<file path="src/rtl/ahb_pkg.sv">
// rtl/ahb_pkg.sv - shared AHB-Lite transfer/response encodings and default-slave state type
package ahb_pkg;

  localparam logic [1:0] HTRANS_IDLE   = 2'b00;
  localparam logic [1:0] HTRANS_BUSY   = 2'b01;
  localparam logic [1:0] HTRANS_NONSEQ = 2'b10;
  localparam logic [1:0] HTRANS_SEQ    = 2'b11;

  localparam logic HRESP_OKAY  = 1'b0;
  localparam logic HRESP_ERROR = 1'b1;

  typedef enum logic [1:0] {
    DS_OK   = 2'd0,
    DS_ERR1 = 2'd1,
    DS_ERR2 = 2'd2
  } ds_state_e;

  // Only NONSEQ/SEQ carry a real transfer; IDLE/BUSY always get a zero-wait OKAY.
  function automatic logic htrans_active(input logic [1:0] htrans);
    return (htrans == HTRANS_NONSEQ) || (htrans == HTRANS_SEQ);
  endfunction

endpackage

</file>
<file path="src/rtl/ahb_default_slave.sv">
// rtl/ahb_default_slave.sv - default slave producing the two-cycle ERROR for unmapped transfers
module ahb_default_slave
  import ahb_pkg::*;
(
  input  logic HCLK,
  input  logic HRESET,
  input  logic accept,
  input  logic unmapped_active,
  output logic ds_hready,
  output logic ds_hresp
);

  ds_state_e state;

  always_ff @(posedge HCLK) begin
    if (HRESET) begin
      state     <= DS_OK;
      ds_hready <= 1'b1;
      ds_hresp  <= HRESP_OKAY;
    end else begin
      case (state)
        // DS_ERR2 is itself an accepting cycle, so it re-evaluates exactly like DS_OK.
        DS_OK, DS_ERR2: begin
          if (accept && unmapped_active) begin
            state     <= DS_ERR1;
            ds_hready <= 1'b0;
            ds_hresp  <= HRESP_ERROR;
          end else if (accept) begin
            state     <= DS_OK;
            ds_hready <= 1'b1;
            ds_hresp  <= HRESP_OKAY;
          end
        end
        DS_ERR1: begin
          state     <= DS_ERR2;
          ds_hready <= 1'b1;
          ds_hresp  <= HRESP_ERROR;
        end
        default: begin
          state     <= DS_OK;
          ds_hready <= 1'b1;
          ds_hresp  <= HRESP_OKAY;
        end
      endcase
    end
  end

endmodule

</file>
<file path="src/rtl/ahb_resp_mux_n.sv">
// rtl/ahb_resp_mux_n.sv - AHB-Lite slave-to-master response mux with data-phase select and default slave
module ahb_resp_mux_n
  import ahb_pkg::*;
#(
  parameter int NUM_SLAVES = 4,
  parameter int DATA_WIDTH = 32
) (
  input  logic                             HCLK,
  input  logic                             HRESET,
  input  logic [NUM_SLAVES-1:0]            HSEL_VEC,
  input  logic [1:0]                       HTRANS,
  input  logic [NUM_SLAVES*DATA_WIDTH-1:0] HRDATA_S,
  input  logic [NUM_SLAVES-1:0]            HREADYOUT_S,
  input  logic [NUM_SLAVES-1:0]            HRESP_S,
  output logic [DATA_WIDTH-1:0]            HRDATA,
  output logic                             HREADY,
  output logic                             HRESP,
  output logic                             SEL_CONFLICT
);

  localparam int IDX_W = $clog2(NUM_SLAVES + 1);
  localparam logic [IDX_W-1:0] DSEL_DEFAULT = IDX_W'(NUM_SLAVES);

  logic [IDX_W-1:0]      dsel;
  logic [IDX_W-1:0]      sel_idx;
  logic                  sel_any;
  logic                  sel_multi;
  logic                  accept;
  logic                  unmapped_active;
  logic                  ds_hready;
  logic                  ds_hresp;
  logic [DATA_WIDTH-1:0] hrdata_mux;
  logic                  hready_mux;
  logic                  hresp_mux;

  // Lowest set index wins; a second set bit only flags the conflict.
  always_comb begin
    sel_idx   = DSEL_DEFAULT;
    sel_any   = 1'b0;
    sel_multi = 1'b0;
    for (int i = 0; i < NUM_SLAVES; i++) begin
      if (HSEL_VEC[i]) begin
        if (sel_any) sel_multi = 1'b1;
        else         sel_idx   = IDX_W'(i);
        sel_any = 1'b1;
      end
    end
  end

  assign accept          = hready_mux;
  assign unmapped_active = !sel_any && htrans_active(HTRANS);

  always_ff @(posedge HCLK) begin
    if (HRESET) begin
      dsel         <= DSEL_DEFAULT;
      SEL_CONFLICT <= 1'b0;
    end else begin
      SEL_CONFLICT <= accept && sel_multi;
      if (accept) dsel <= sel_idx;
    end
  end

  ahb_default_slave u_default_slave (
    .HCLK            (HCLK),
    .HRESET          (HRESET),
    .accept          (accept),
    .unmapped_active (unmapped_active),
    .ds_hready       (ds_hready),
    .ds_hresp        (ds_hresp)
  );

  // Response path depends on the address phase only through the registered dsel.
  always_comb begin
    hrdata_mux = '0;
    hready_mux = ds_hready;
    hresp_mux  = ds_hresp;
    for (int i = 0; i < NUM_SLAVES; i++) begin
      if (dsel == IDX_W'(i)) begin
        hrdata_mux = HRDATA_S[i*DATA_WIDTH +: DATA_WIDTH];
        hready_mux = HREADYOUT_S[i];
        hresp_mux  = HRESP_S[i];
      end
    end
  end

  assign HRDATA = hrdata_mux;
  assign HREADY = hready_mux;
  assign HRESP  = hresp_mux;

endmodule

</file>
<file path="config.mk">
export PLATFORM = sky130hd
export DESIGN_NAME = ahb_resp_mux_n
export DESIGN_NICKNAME = d
export VERILOG_FILES = /design/src/rtl/ahb_pkg.sv /design/src/rtl/ahb_default_slave.sv /design/src/rtl/ahb_resp_mux_n.sv
export SDC_FILE = /design/constraint.sdc
export NUM_CORES = 1
export LEC_CHECK = 0
export BUFFER_PORTS_ARGS = -buffer_cell sky130_fd_sc_hd__buf_2
export CAP_MARGIN = 30
export CORE_MARGIN = 1.5
export CORE_UTILIZATION = 25
export CTS_CLUSTER_DIAMETER = 80
export DETAILED_ROUTE_END_ITERATION = 12
export GPL_TIMING_DRIVEN = 0
export PLACE_DENSITY = 0.79
export SKIP_LAST_GASP = 1
export SYNTH_ARGS = -nofsm -noshare
export SYNTH_HDL_FRONTEND = slang
export SYNTH_SLANG_ARGS = --single-unit
</file>
<file path="constraint.sdc">
create_clock -name HCLK -period 2.3 [get_ports HCLK]
set_clock_uncertainty 0.2 [all_clocks]
set_input_delay 0.575 -clock HCLK [delete_from_list [all_inputs] [get_ports HCLK]]
set_output_delay 0.575 -clock HCLK [all_outputs]
set_load 0.005 [all_outputs]
</file>
Word level (Yosys, flattened, before mapping)
Cells that the tools add are included.
Widths: inputs -> output; s select.

cells by class
  multipliers = 0
  $lt $le $gt $ge = 0
  bitwise logic cells = 1
  shift-type cells = 0
  $add $sub $neg = 0
  eq/ne operators = 8
  reduce and logical (&&, ||, !) cells = 10
  divide/modulo/power cells = 0
  muxes and demuxes = 37

operators by type and width
  cell                count
  $mux 32             4
  $mux 1              22
  $mux 3              7
  $eq 2x2->1 const B  3
  $eq 3x2->1 const B  2
  $mux 2              2
  $pmux 2 s2          1
  $reduce_or 2->1     2
  $eq 3x1->1 const B  1
  $logic_and 1x1->1   3
  $logic_not 3->1     1
  $ne 3x2->1 const B  1
  $eq 2x1->1 const B  1
  $logic_not 2->1     1
  $pmux 1 s2          1
  $reduce_bool 2->1   1
  $logic_not 1->1     1
  $logic_or 1x1->1    1
  $not 1->1           1

storage, ports and cells
  input bits = 144
  bits in read-only memories = 0
  output and inout port bits = 35
  logic and storage cells = 61
  register bits after elaboration = 8
  memories kept = 0
  latch bits = 0
  RAM bits = 0

Longest topological paths before layout
Gate-level depths: netlist (run 1).

  word-level depth = 9
  mapped depth = 5
  gate-level depth less buffers = 4

By module
Synthesis (run 1) repeated with hierarchy kept, for this count alone.

unflattened totals
  cells, all modules = 126
  area, all modules = 1,451.4 um2

by module, submodules not included
  module             cells each  sequential area each (um2)  area an instance (um2)  times used
  ahb_resp_mux_n     111         80.1                        1,300.0                 1
  ahb_default_slave  15          80.1                        151.4                   1

Worst setup path before layout (run 1)
Ideal clock, no wire load.

  kind = register to output
  from = register dsel[0]
  to = output HRDATA[10]
  stages on the path, launching flop included = 5
  slack = 0.044 ns
  buffers on the path = 2
  data required time = 1.525 ns
  data arrival time = 1.481 ns
  path through = dfxtp_1 > buf_2 > buf_4 > mux4_2 > nor2b_1

on the way
  cells in the longest elaborated chain, start to end = 5
  elaborated cells on any way between the ends = 8

ends and longest elaborated chain
  element                   RTL line              source
  start: declaration        ahb_resp_mux_n.sv:24  logic [IDX_W-1:0] dsel;
  start signal: assignment  ahb_resp_mux_n.sv:59  if (accept) dsel <= sel_idx;
  $logic_not 3->1           ahb_resp_mux_n.sv:78  if (dsel == IDX_W'(i)) begin
  $mux 32 (3 in a row)      ahb_resp_mux_n.sv:78
  $mux 32 (*)               ahb_resp_mux_n.sv:78
  end: declaration          ahb_resp_mux_n.sv:15  output logic [DATA_WIDTH-1:0] HRDATA,

Every way passes the cells marked *; elsewhere a longest branch is shown, timed or not.

Final worst setup path (run 1)
  from = register dsel[0]
  to = output HRDATA[18]

The elaborated chain is that of the path after synthesis.

==> results.txt, run 1 <==
fin nets - 458
WP data required - 1520 ps
largest net degree at the start of global routing - 11
Worst Path Arrival - 1650 ps
Area contributors post-synth - mux4_2 52%, nor2b_1 15%, dfxtp_1 11%
DR iter-0 viols - 20
Initial Util - 25.77%
Die Span Y - 78.34 um
Longest Clk Path Bufs - 2
CTS tree - yes
Mapped Area - 1419 um2
Bufs and invs on worst path - 3
Hold Crit Class - register to register
die area - 6136 um2
FF+latch count, synth - 8
ys flop type - dfxtp_1
endpoints failing setup - 34
worst slack at placement - -303.4 ps
Pre-antenna DRT Iters - 4
hpwl dp - 4.650 mm
Max Clk Rate - 0.4119 GHz
ANT nets after route - 0
clock sink total - 8
fin area - 2618 um2
Crit Path Category - register to output pin
clock slew at reported path FFs - 40 ps
GRT Residual Overflow - 0
Ys Warns - 0
Final Hold Vio Count - 0
clk_lat worst skew - 220 ps
Mean Syn Cell Area - 11.35 um2
IO buf count - 176
# H-tree levels - 1
vias after detailed routing - 1,833
DRC Markers - 0
Chip Width - 78.34 um
leakage power - 1.250 nW
Setup Total Neg Slack - -3035 ps
Synth top cells by count - 35 x nor2b_1, 33 x mux4_2, 8 x dfxtp_1, 7 x clkbuf_1, 5 x a21oi_1
initial antenna violation count - 1
failing checks - setup timing
cell count after synthesis - 125
max_slew headroom - 62.20%
CP endpoint kind - output pin
Slowest cell on crit path - mux4_2
power density cells - 306.9 nW/um2
sequential share of the synthesized area - 11.29%
worst slew pin tran - 561.8 ps
fin crit share - 105.5%
Slowest Stage Delay on Critical Path - 480 ps
io pins - 179
core area - 5507 um2
Final Max Slew Viols - 0
Tmin final - 2428 ps
placement-stage cell area - 2390 um2
CP cell instances - buf_12 -> clkbuf_16 -> mux4_2 -> nor2b_1 -> buf_2
DR vias/cell - 4.761
Post-Syn Nets - 269
top-count cell post-synth - nor2b_1
Hold Worst Slack - 294.8 ps
max-cap violations - 0
CP Launch Type - register
RSZ-0062 raised after global routing - true
Routed WL - 5.556 mm
cell taking the most area after synthesis - mux4_2
FP Rows - 27
outcome - complete, but fails checks
Total GRT Usage - 16.54%
PnR worst setup slack - -127.6 ps
Async SR Flop Fraction - 0%
Avg WL per Cell - 14.43 um
first-pass GRT wire length - 8.045 mm
vias in the first global route - 1,777
Root Buffer - clkbuf_8
CP delay by family, top - multiplexers
Num CTS Buffers - 3
Distinct cells, synth - 26
RD Place Congestion - 0.8521
Post-synth EDFFs - 0
Synth top area share - 52.38%
area grow syn2layout - 84.48%
layout cells sized above 1 - 75.32%
critical path fanouts, max - 8
Worst VDD drop - 0.2528 mV
-- state kept, by name, indices dropped and copies added, names as in the netlist --
register / count
dsel: 3
u_default_slave.state: 2
SEL_CONFLICT: 1
u_default_slave.ds_hready: 1
u_default_slave.ds_hresp: 1
-- metal layers --
| metal | vias to the layer above | global-route usage [%] | routed length [um] |
|---|---|---|---|
| met5 | - | 0 | 0 |
| met4 | 0 | 5.000 | 128 |
| met3 | 10 | 3.256 | 458 |
| met2 | 100 | 32.17 | 2923 |
| met1 | 852 | 17.81 | 2045 |
| li1 | 871 | - | - |
-- stage by stage --
step	total power (W)	utilization, %	instances
after floorplan	0.0003945	-	125
after global placement	0.0005896	43.40	373
after detailed placement	0.0005985	43.40	373
after CTS	0.0007994	46.65	382
after global routing	0.0008550	47.53	385
final	0.0008032	47.53	385
-- power by group --
group          switching [W]  internal, W
combinational       0.000175     0.000317
sequential        0.00000361     0.000146
clock              0.0000493     0.000113
-- path summary, 6_finish.rpt --
check                                                 to  cells past startpoint                      from  slack [ps]
worst max register to register                   dsel[0]                      5                   dsel[0]         440
worst max-delay path                          HRDATA[18]                      5                   dsel[0]        -130
worst min register to register  u_default_slave.ds_hresp                      1  u_default_slave.state[1]         290
worst min-delay path            u_default_slave.ds_hresp                      1  u_default_slave.state[1]         290
-- logic make-up (layout without fill, tap and decap cells) --
logic type / Yosys count / in the layout / share of synthesized area [%]
AND/OR/NAND/NOR: 53 / 53 / 21.96
adder cells (fa/ha/maj): 1 / 1 / 0.7055
buffers and inverters: 15 / 202 / 5.291
flip-flops: 8 / 8 / 11.29
multiplexers: 36 / 36 / 54.59
other: 0 / 1 / 0
AO/OA/AOI/OAI: 12 / 12 / 6.172
-- layout by cell type, fill, tap and decap left out, drive strengths merged, types with 2 or more instances in the layout --
cell type	count
a211oi	3
a21oi	5
buf	189
clkbuf	11
dfxtp	8
inv	2
mux2i	2
mux4	33
nand2	4
nand2b	2
nor2	3
nor2b	35
nor3	2
nor4	3
-- area by class of cell --
cell class              instances  area [um2]
fillers                       542        2889
multi-input cells             102        1196
repair buffers                184       992.2
flip-flops and latches          8       163.9
plain buffers                  13       123.9
well taps                      72       90.09
clock buffers                   3       41.29
inverters                       2       7.507
diodes                          1       2.502
-- timing repair --
action | 4_1_cts | 5_1_grt
endpoints found under the setup margin | 34 | 34
gates cloned | 1 | 1
hold buffers | 0 | 0
buffers inserted | 5 | 1
gates resized for setup | 23 | 3
Power figures use the tool's default switching activity.
==> inputs of run 2 (changes only) <==
--- a/config.mk
+++ b/config.mk
@@ -12,8 +12,9 @@
 export CTS_CLUSTER_DIAMETER = 80
 export DETAILED_ROUTE_END_ITERATION = 12
 export GPL_TIMING_DRIVEN = 0
-export PLACE_DENSITY = 0.79
+export PLACE_DENSITY = 0.78
 export SKIP_LAST_GASP = 1
 export SYNTH_ARGS = -nofsm -noshare
 export SYNTH_HDL_FRONTEND = slang
+export SYNTH_HIERARCHICAL = 1
 export SYNTH_SLANG_ARGS = --single-unit
==> run 2 against run 1 <==
Against the previous run: global-route usage down 0.60 points; highest routed layer unchanged; cell area up 3.1%; the run still ends with setup timing left; synthesized cell count up 0.80%; non-clock buffer count up 2; largest cell class unchanged; combinational power down 4%; clock power up 6%.
==> results.txt, run 2 <==
outcome - complete, but fails checks
failing checks - setup timing
Worst VDD drop - 0.2828 mV (+12%)
Clk network pwr share - 21.7% (+1.5 points)
ANT nets after route - 0 (unchanged)
Setup Total Neg Slack - -3171 ps (-136.4 ps)
leakage power - 1.298 nW (+3.8%)
Tmin final - 2426 ps (-1.559 ps)
Ys Warns - 6 (+6)
initial antenna violation count - 0 (-1)
Crit Path Category - register to output pin
Total GRT Usage - 15.95% (-0.60 points)
fin nets - 462 (+0.87%)
Reg power frac - 18.6% (about the same)
Routed WL - 5.738 mm (+3.3%)
CP Launch Type - register
worst slew pin tran - 523.2 ps (-38.61 ps)
Hold Crit Class - register to register
Final Hold Vio Count - 0 (unchanged)
critical path fanouts, max - 5 (-3)
Async SR Flop Fraction - 0% (unchanged)
FP Rows - 27 (unchanged)
fin crit share - 105.5% (about the same)
RSZ-0062 raised after global routing - true
sw power - 0.0002226 W (-2.2%)
Die Span Y - 79.20 um (+1.1%)
cell count after synthesis - 126 (+0.80%)
DRC Markers - 0 (unchanged)
power density cells - 293.9 nW/um2 (-4.2%)
Longest Clk Path Bufs - 2 (unchanged)
ys flop type - dfxtp_1
r2r startpoint - dsel[0]
core area - 5540 um2 (+0.61%)
Hold Worst Slack - 320.5 ps (+25.68 ps)
fin util - 48.71% (+1.2 points)
Mean Syn Cell Area - 11.52 um2 (+1.5%)
most frequent cells in the layout - 177 x buf_2, 33 x nor2b_1, 33 x mux4_2
Root Buffer - clkbuf_8
max_slew headroom - 64.80% (+2.6 points)
WP data required - 1520 ps (about the same)
R2R cell count - 8 (+3)
uppermost layer routed - met4
Final Max Slew Viols - 0 (unchanged)
Avg WL per Cell - 14.79 um (+2.5%)
Area contributors post-synth - mux4_2 51%, nor2b_1 15%, dfxtp_1 11%
switching share of power - 28.06% (-0.28 points)
Post-Syn Nets - 270 (+0.37%)
met1 WL - 2.193 mm (+7.2%)
# H-tree levels - 1 (unchanged)
hold_sp - u_default_slave/ds_hready
Cell Int Power - 0.0005706 W (-0.87%)
FF+latch count, synth - 8 (unchanged)
Slowest Stage Delay on Critical Path - 480 ps (about the same)
cell taking the most area after synthesis - mux4_2
top-count cell post-synth - nor2b_1
Mapped Area - 1451 um2 (+2.3%)
IO buf count - 177 (+0.57%)
CP cell instances - buf_12 -> clkbuf_16 -> mux4_2 -> nor2b_1 -> buf_2
met3 WL post-DR - 393 um (-14%)
clk_lat worst skew - 230 ps (about the same)
metal2 WL - 3.053 mm (+4.4%)
Antenna Cells - 0 (-1)
io pins - 179 (unchanged)
reg2reg setup slack - 170 ps (-270 ps)
Post-synth EDFFs - 0 (unchanged)
reg2reg end - u_default_slave/ds_hresp
area grow syn2layout - 85.95%
hpwl dp - 4.756 mm (+2.3%)
Chip Width - 79.20 um (+1.1%)
vias in the first global route - 1,782 (+0.28%)
Worst Path Arrival - 1650 ps (about the same)
Distinct cells, synth - 27 (+3.8%)
layout cells sized above 1 - 76.58% (+1.3 points)
Synth top cells by count - 35 x nor2b_1, 33 x mux4_2, 8 x dfxtp_1, 6 x nor2_1, 5 x buf_2
clock slew at reported path FFs - 40 ps (about the same)
max-cap violations - 0 (unchanged)
first-pass GRT wire length - 7.872 mm (-2.2%)
GRT Residual Overflow - 0 (unchanged)
endpoints failing setup - 34 (unchanged)
Post-CTS Hold Buffers - 0 (unchanged)
die area - 6272 um2 (+2.2%)
CP endpoint kind - output pin
Slowest cell on crit path - mux4_2
Max Clk Rate - 0.4122 GHz (about the same)
commonest non-fill, non-tap cell in the layout - buf_2
DR vias/cell - 4.575 (-3.9%)
biggest regs - dsel (3), u_default_slave/state (2)
RD Place Congestion - 0.8296 (-2.6%)
Pre-antenna DRT Iters - 4 (unchanged)
Synth top area share - 51.21% (-1.2 points)
CTS tree - yes
Initial Util - 26.20% (+0.43 points)
Hold EP - u_default_slave/ds_hready
PnR worst setup slack - -126.0 ps (+1.559 ps)
Most flops, register - dsel
vias after detailed routing - 1,775 (-3.2%)
clock sink total - 8 (unchanged)
largest net degree at the start of global routing - 11 (unchanged)
sequential share of the synthesized area - 11.03% (-0.25 points)
Num CTS Buffers - 3 (unchanged)
worst hold stages - 2 (+1)
max FFs per register - 3 (unchanged)
Comb power frac - 59.7% (-1.5 points)
DR iter-0 viols - 34 (+70%)
==> run 2: worst max path at each step <==
| stage | from | end | slack (ps) | depth (start not counted) |
|---|---|---|---|---|
| after CTS | dsel[0] | HRDATA[2] | -130 | 5 |
| after global placement | HRESP_S[3] | HRESP | 10 | 4 |
| final | dsel[0] | HRDATA[24] | -130 | 5 |
| after global routing | dsel[0] | HRDATA[12] | -180 | 5 |
| after detailed placement | HRESP_S[3] | HRESP | 20 | 4 |
| after floorplan | HRESP_S[3] | HRESP | 240 | 2 |
==> run 2: power groups by stage <==
| stage | sequential, W | combinational (W) | clock [W] |
|---|---|---|---|
| after floorplan | 0.000149 | 0.000221 | 0 |
| after global placement | 0.000149 | 0.000408 | 0 |
| after detailed placement | 0.000149 | 0.000417 | 0 |
| after CTS | 0.000147 | 0.000436 | 0.000178 |
| after global routing | 0.000148 | 0.000510 | 0.000185 |
| final | 0.000148 | 0.000473 | 0.000172 |
==> run 2: logic make-up (layout without fill, tap and decap cells) <==
kind of cell / after synthesis / in the layout / synth area share, %
simple gates: 59 / 59 / 24.83
buf+inv: 13 / 203 / 5.861
compound gates: 9 / 9 / 3.880
flops: 8 / 8 / 11.03
mux: 37 / 37 / 54.40
==> run 2: area by class of cell <==
type                            count  area, um2
Timing Repair Buffer              187       1045
Multi-Input combinational cell    105       1229
Buffer                             12      126.4
Clock buffer                        3      41.29
Inverter                            1      3.754
Sequential cell                     8      163.9
Fill cell                         537       2841
Tap cell                           72      90.09
==> run 2: critical path: cells and delay by family, from the launching register on <==
kind,cells,cell delay (ps)
DFF,1,360
muxes,1,480
and+or+nand+nor,1,150
buffers and inverters,3,420
==> run 2: routing by layer <==
metal	vias up	global-route usage [%]
met5	-	0
met4	0	5.439
met3	10	2.069
met2	83	30.68
met1	809	17.79
li1	873	-
==> run 2: repair_timing <==
| item | CTS | global route |
|---|---|---|
| pin swaps | 0 | 1 |
| hold endpoints to repair | 0 | 0 |
| buffers inserted | 3 | 3 |
| gates resized for setup | 13 | 9 |
| endpoints found under the setup margin | 30 | 34 |
| gates cloned | 0 | 4 |
==> run 2: stage by stage <==
stage | total power [W] | instances | cell area, um2 | setup slack (ps)
final | 0.0007932 | 388 | 2699 | -126.0
after global routing | 0.0008435 | 388 | 2699 | -183.2
after CTS | 0.0007618 | 381 | 2540 | -128.6
after detailed placement | 0.0005656 | 375 | 2427 | 16.36
after global placement | 0.0005567 | 375 | 2427 | 11.99
after floorplan | 0.0003703 | 126 | 1451 | 243.0
==> inputs of run 3 (changes only) <==
--- a/config.mk
+++ b/config.mk
@@ -12,7 +12,7 @@
 export CTS_CLUSTER_DIAMETER = 80
 export DETAILED_ROUTE_END_ITERATION = 12
 export GPL_TIMING_DRIVEN = 0
-export PLACE_DENSITY = 0.78
+export PLACE_DENSITY = 0.74
 export SKIP_LAST_GASP = 1
 export SYNTH_ARGS = -nofsm -noshare
 export SYNTH_HDL_FRONTEND = slang
==> run 3 against run 2 <==
Against the previous run: the flow still finishes with violations (setup timing); largest power group unchanged; routed wire length rose by 4.5%; total power is 2.0% lower; clock-buffer cell count did not move; clock power is 3% lower; highest routed layer unchanged; first-iteration DRC count grew 18%; sequential cell count unchanged; worst setup slack improved by 12 ps.
==> results.txt, run 3 (synthesis results as in run 2) <==
worst slew pin tran - 518.7 ps (-4.528 ps)
WP data required - 1520 ps (about the same)
biggest regs - dsel (3), u_default_slave/state (2)
Most flops, register - dsel
Initial Util - 26.20% (unchanged)
first-pass GRT wire length - 8.438 mm (+7.2%)
ANT nets after route - 0 (unchanged)
DR iter-0 viols - 40 (+18%)
r2r startpoint - dsel[0]
DRC Markers - 0 (unchanged)
total power - 0.0007777 W (-2.0%)
initial antenna violation count - 0 (unchanged)
endpoints failing setup - 34 (unchanged)
vias after detailed routing - 1,872 (+5.5%)
clk_lat worst skew - 230 ps (about the same)
Total GRT Usage - 17.19% (+1.2 points)
most frequent cells in the layout - 177 x buf_2, 35 x nor2b_1, 33 x mux4_2
power density cells - 294.3 nW/um2 (+0.14%)
max-cap violations - 0 (unchanged)
max_slew headroom - 65.10% (+0.30 points)
Hold Worst Slack - 311.6 ps (-8.888 ps)
Worst VDD drop - 0.2807 mV (-0.75%)
Chip Width - 79.20 um (unchanged)
reg2reg setup slack - 280 ps (+110 ps)
layout cells sized above 1 - 76.28% (-0.30 points)
IO buf count - 177 (unchanged)
Tmin final - 2414 ps (-12.48 ps)
PnR worst setup slack - -113.5 ps (+12.48 ps)
Post-CTS Hold Buffers - 0 (unchanged)
io pins - 179 (unchanged)
# H-tree levels - 1 (unchanged)
hpwl dp - 5.063 mm (+6.4%)
Setup Total Neg Slack - -2747 ps (+424.0 ps)
RD Place Congestion - 0.7928 (-4.4%)
Final Hold Vio Count - 0 (unchanged)
hold_sp - u_default_slave/ds_hready
Final Max Slew Viols - 0 (unchanged)
RSZ-0062 raised after global routing - true
CP endpoint kind - output pin
leakage power - 1.263 nW (-2.6%)
DR vias/cell - 4.875 (+6.6%)
Pre-antenna DRT Iters - 4 (unchanged)
Crit Path Category - register to output pin
Avg WL per Cell - 15.62 um (+5.6%)
Root Buffer - clkbuf_8
Longest Clk Path Bufs - 2 (unchanged)
Max Clk Rate - 0.4143 GHz (+0.52%)
failing checks - setup timing
fin nets - 458 (-0.87%)
largest net degree at the start of global routing - 11 (unchanged)
CTS tree - yes
Routed WL - 5.997 mm (+4.5%)
CP Launch Type - register
FP Rows - 27 (unchanged)
Hold Crit Class - register to register
clock slew at reported path FFs - 40 ps (about the same)
Antenna Cells - 0 (unchanged)
clock sink total - 8 (unchanged)
reg2reg end - u_default_slave/ds_hresp
area grow syn2layout - 82.07%
vias in the first global route - 1,797 (+0.84%)
Hold EP - u_default_slave/ds_hready
Die Span Y - 79.20 um (unchanged)
outcome - complete, but fails checks
die area - 6272 um2 (unchanged)
GRT Residual Overflow - 0 (unchanged)
R2R cell count - 7 (-1)
Worst Path Arrival - 1640 ps (about the same)
max FFs per register - 3 (unchanged)
commonest non-fill, non-tap cell in the layout - buf_2
worst hold stages - 2 (unchanged)
critical path fanouts, max - 9 (+4)
fin crit share - 104.9% (-0.54 points)
Num CTS Buffers - 3 (unchanged)
core area - 5540 um2 (unchanged)
run 3: metrics by stage:
stage / cells / area, um2 / util [%] / setup slack (ps)
global route: 384 / 2643 / 47.70 / -160.7
CTS: 380 / 2532 / 45.71 / -121.7
global placement: 375 / 2427 / 43.81 / 17.36
detailed placement: 375 / 2427 / 43.81 / 19.56
finish: 384 / 2643 / 47.70 / -113.5
floorplan: 126 / 1451 / - / 243.0
run 3: layout make-up:
| cell class | count | area [um2] |
|---|---|---|
| Multi-Input combinational cell | 105 | 1230 |
| Fill cell | 549 | 2898 |
| Timing Repair Buffer | 183 | 989.7 |
| Sequential cell | 8 | 161.4 |
| Inverter | 1 | 3.754 |
| Clock buffer | 3 | 41.29 |
| Buffer | 12 | 126.4 |
| Tap cell | 72 | 90.09 |
run 3: per-layer routing:
| metal | vias to the layer above | track usage, % | wire length (um) |
|---|---|---|---|
| met5 | - | 0 | 0 |
| met1 | 883 | 19.44 | 2183 |
| met2 | 106 | 33.50 | 3292 |
| li1 | 870 | - | - |
| met4 | 0 | 3.509 | 106 |
| met3 | 13 | 2.759 | 415 |
run 3: power breakdown:
part / internal [W] / switching (W)
Clock: 0.000113 / 0.0000530
Sequential: 0.000145 / 0.00000253
Combinational: 0.000300 / 0.000164
run 3: critical path, stage by stage (launching register included):
cell       delay (ps)
dfxtp_2           330
buf_12            150
clkbuf_16         160
mux4_2            490
nor2b_1           140
buf_2             140
run 3: how the worst max path moves through the flow:
stage                from         end  slack [ps]
2_1_floorplan  HRESP_S[3]       HRESP         240
6_report          dsel[0]  HRDATA[15]        -110
3_5_place_dp   HRESP_S[3]       HRESP          20
3_3_place_gp   HRESP_S[3]       HRESP          20
4_1_cts           dsel[0]  HRDATA[26]        -120
5_1_grt           dsel[0]  HRDATA[19]        -160
run 3: timing repair:
| action | 4_1_cts | 5_1_grt |
|---|---|---|
| setup buffers | 2 | 1 |
| setup endpoints to repair | 30 | 34 |
| pin swaps | 0 | 1 |
| cloned | 0 | 3 |
| resized for setup | 13 | 6 |
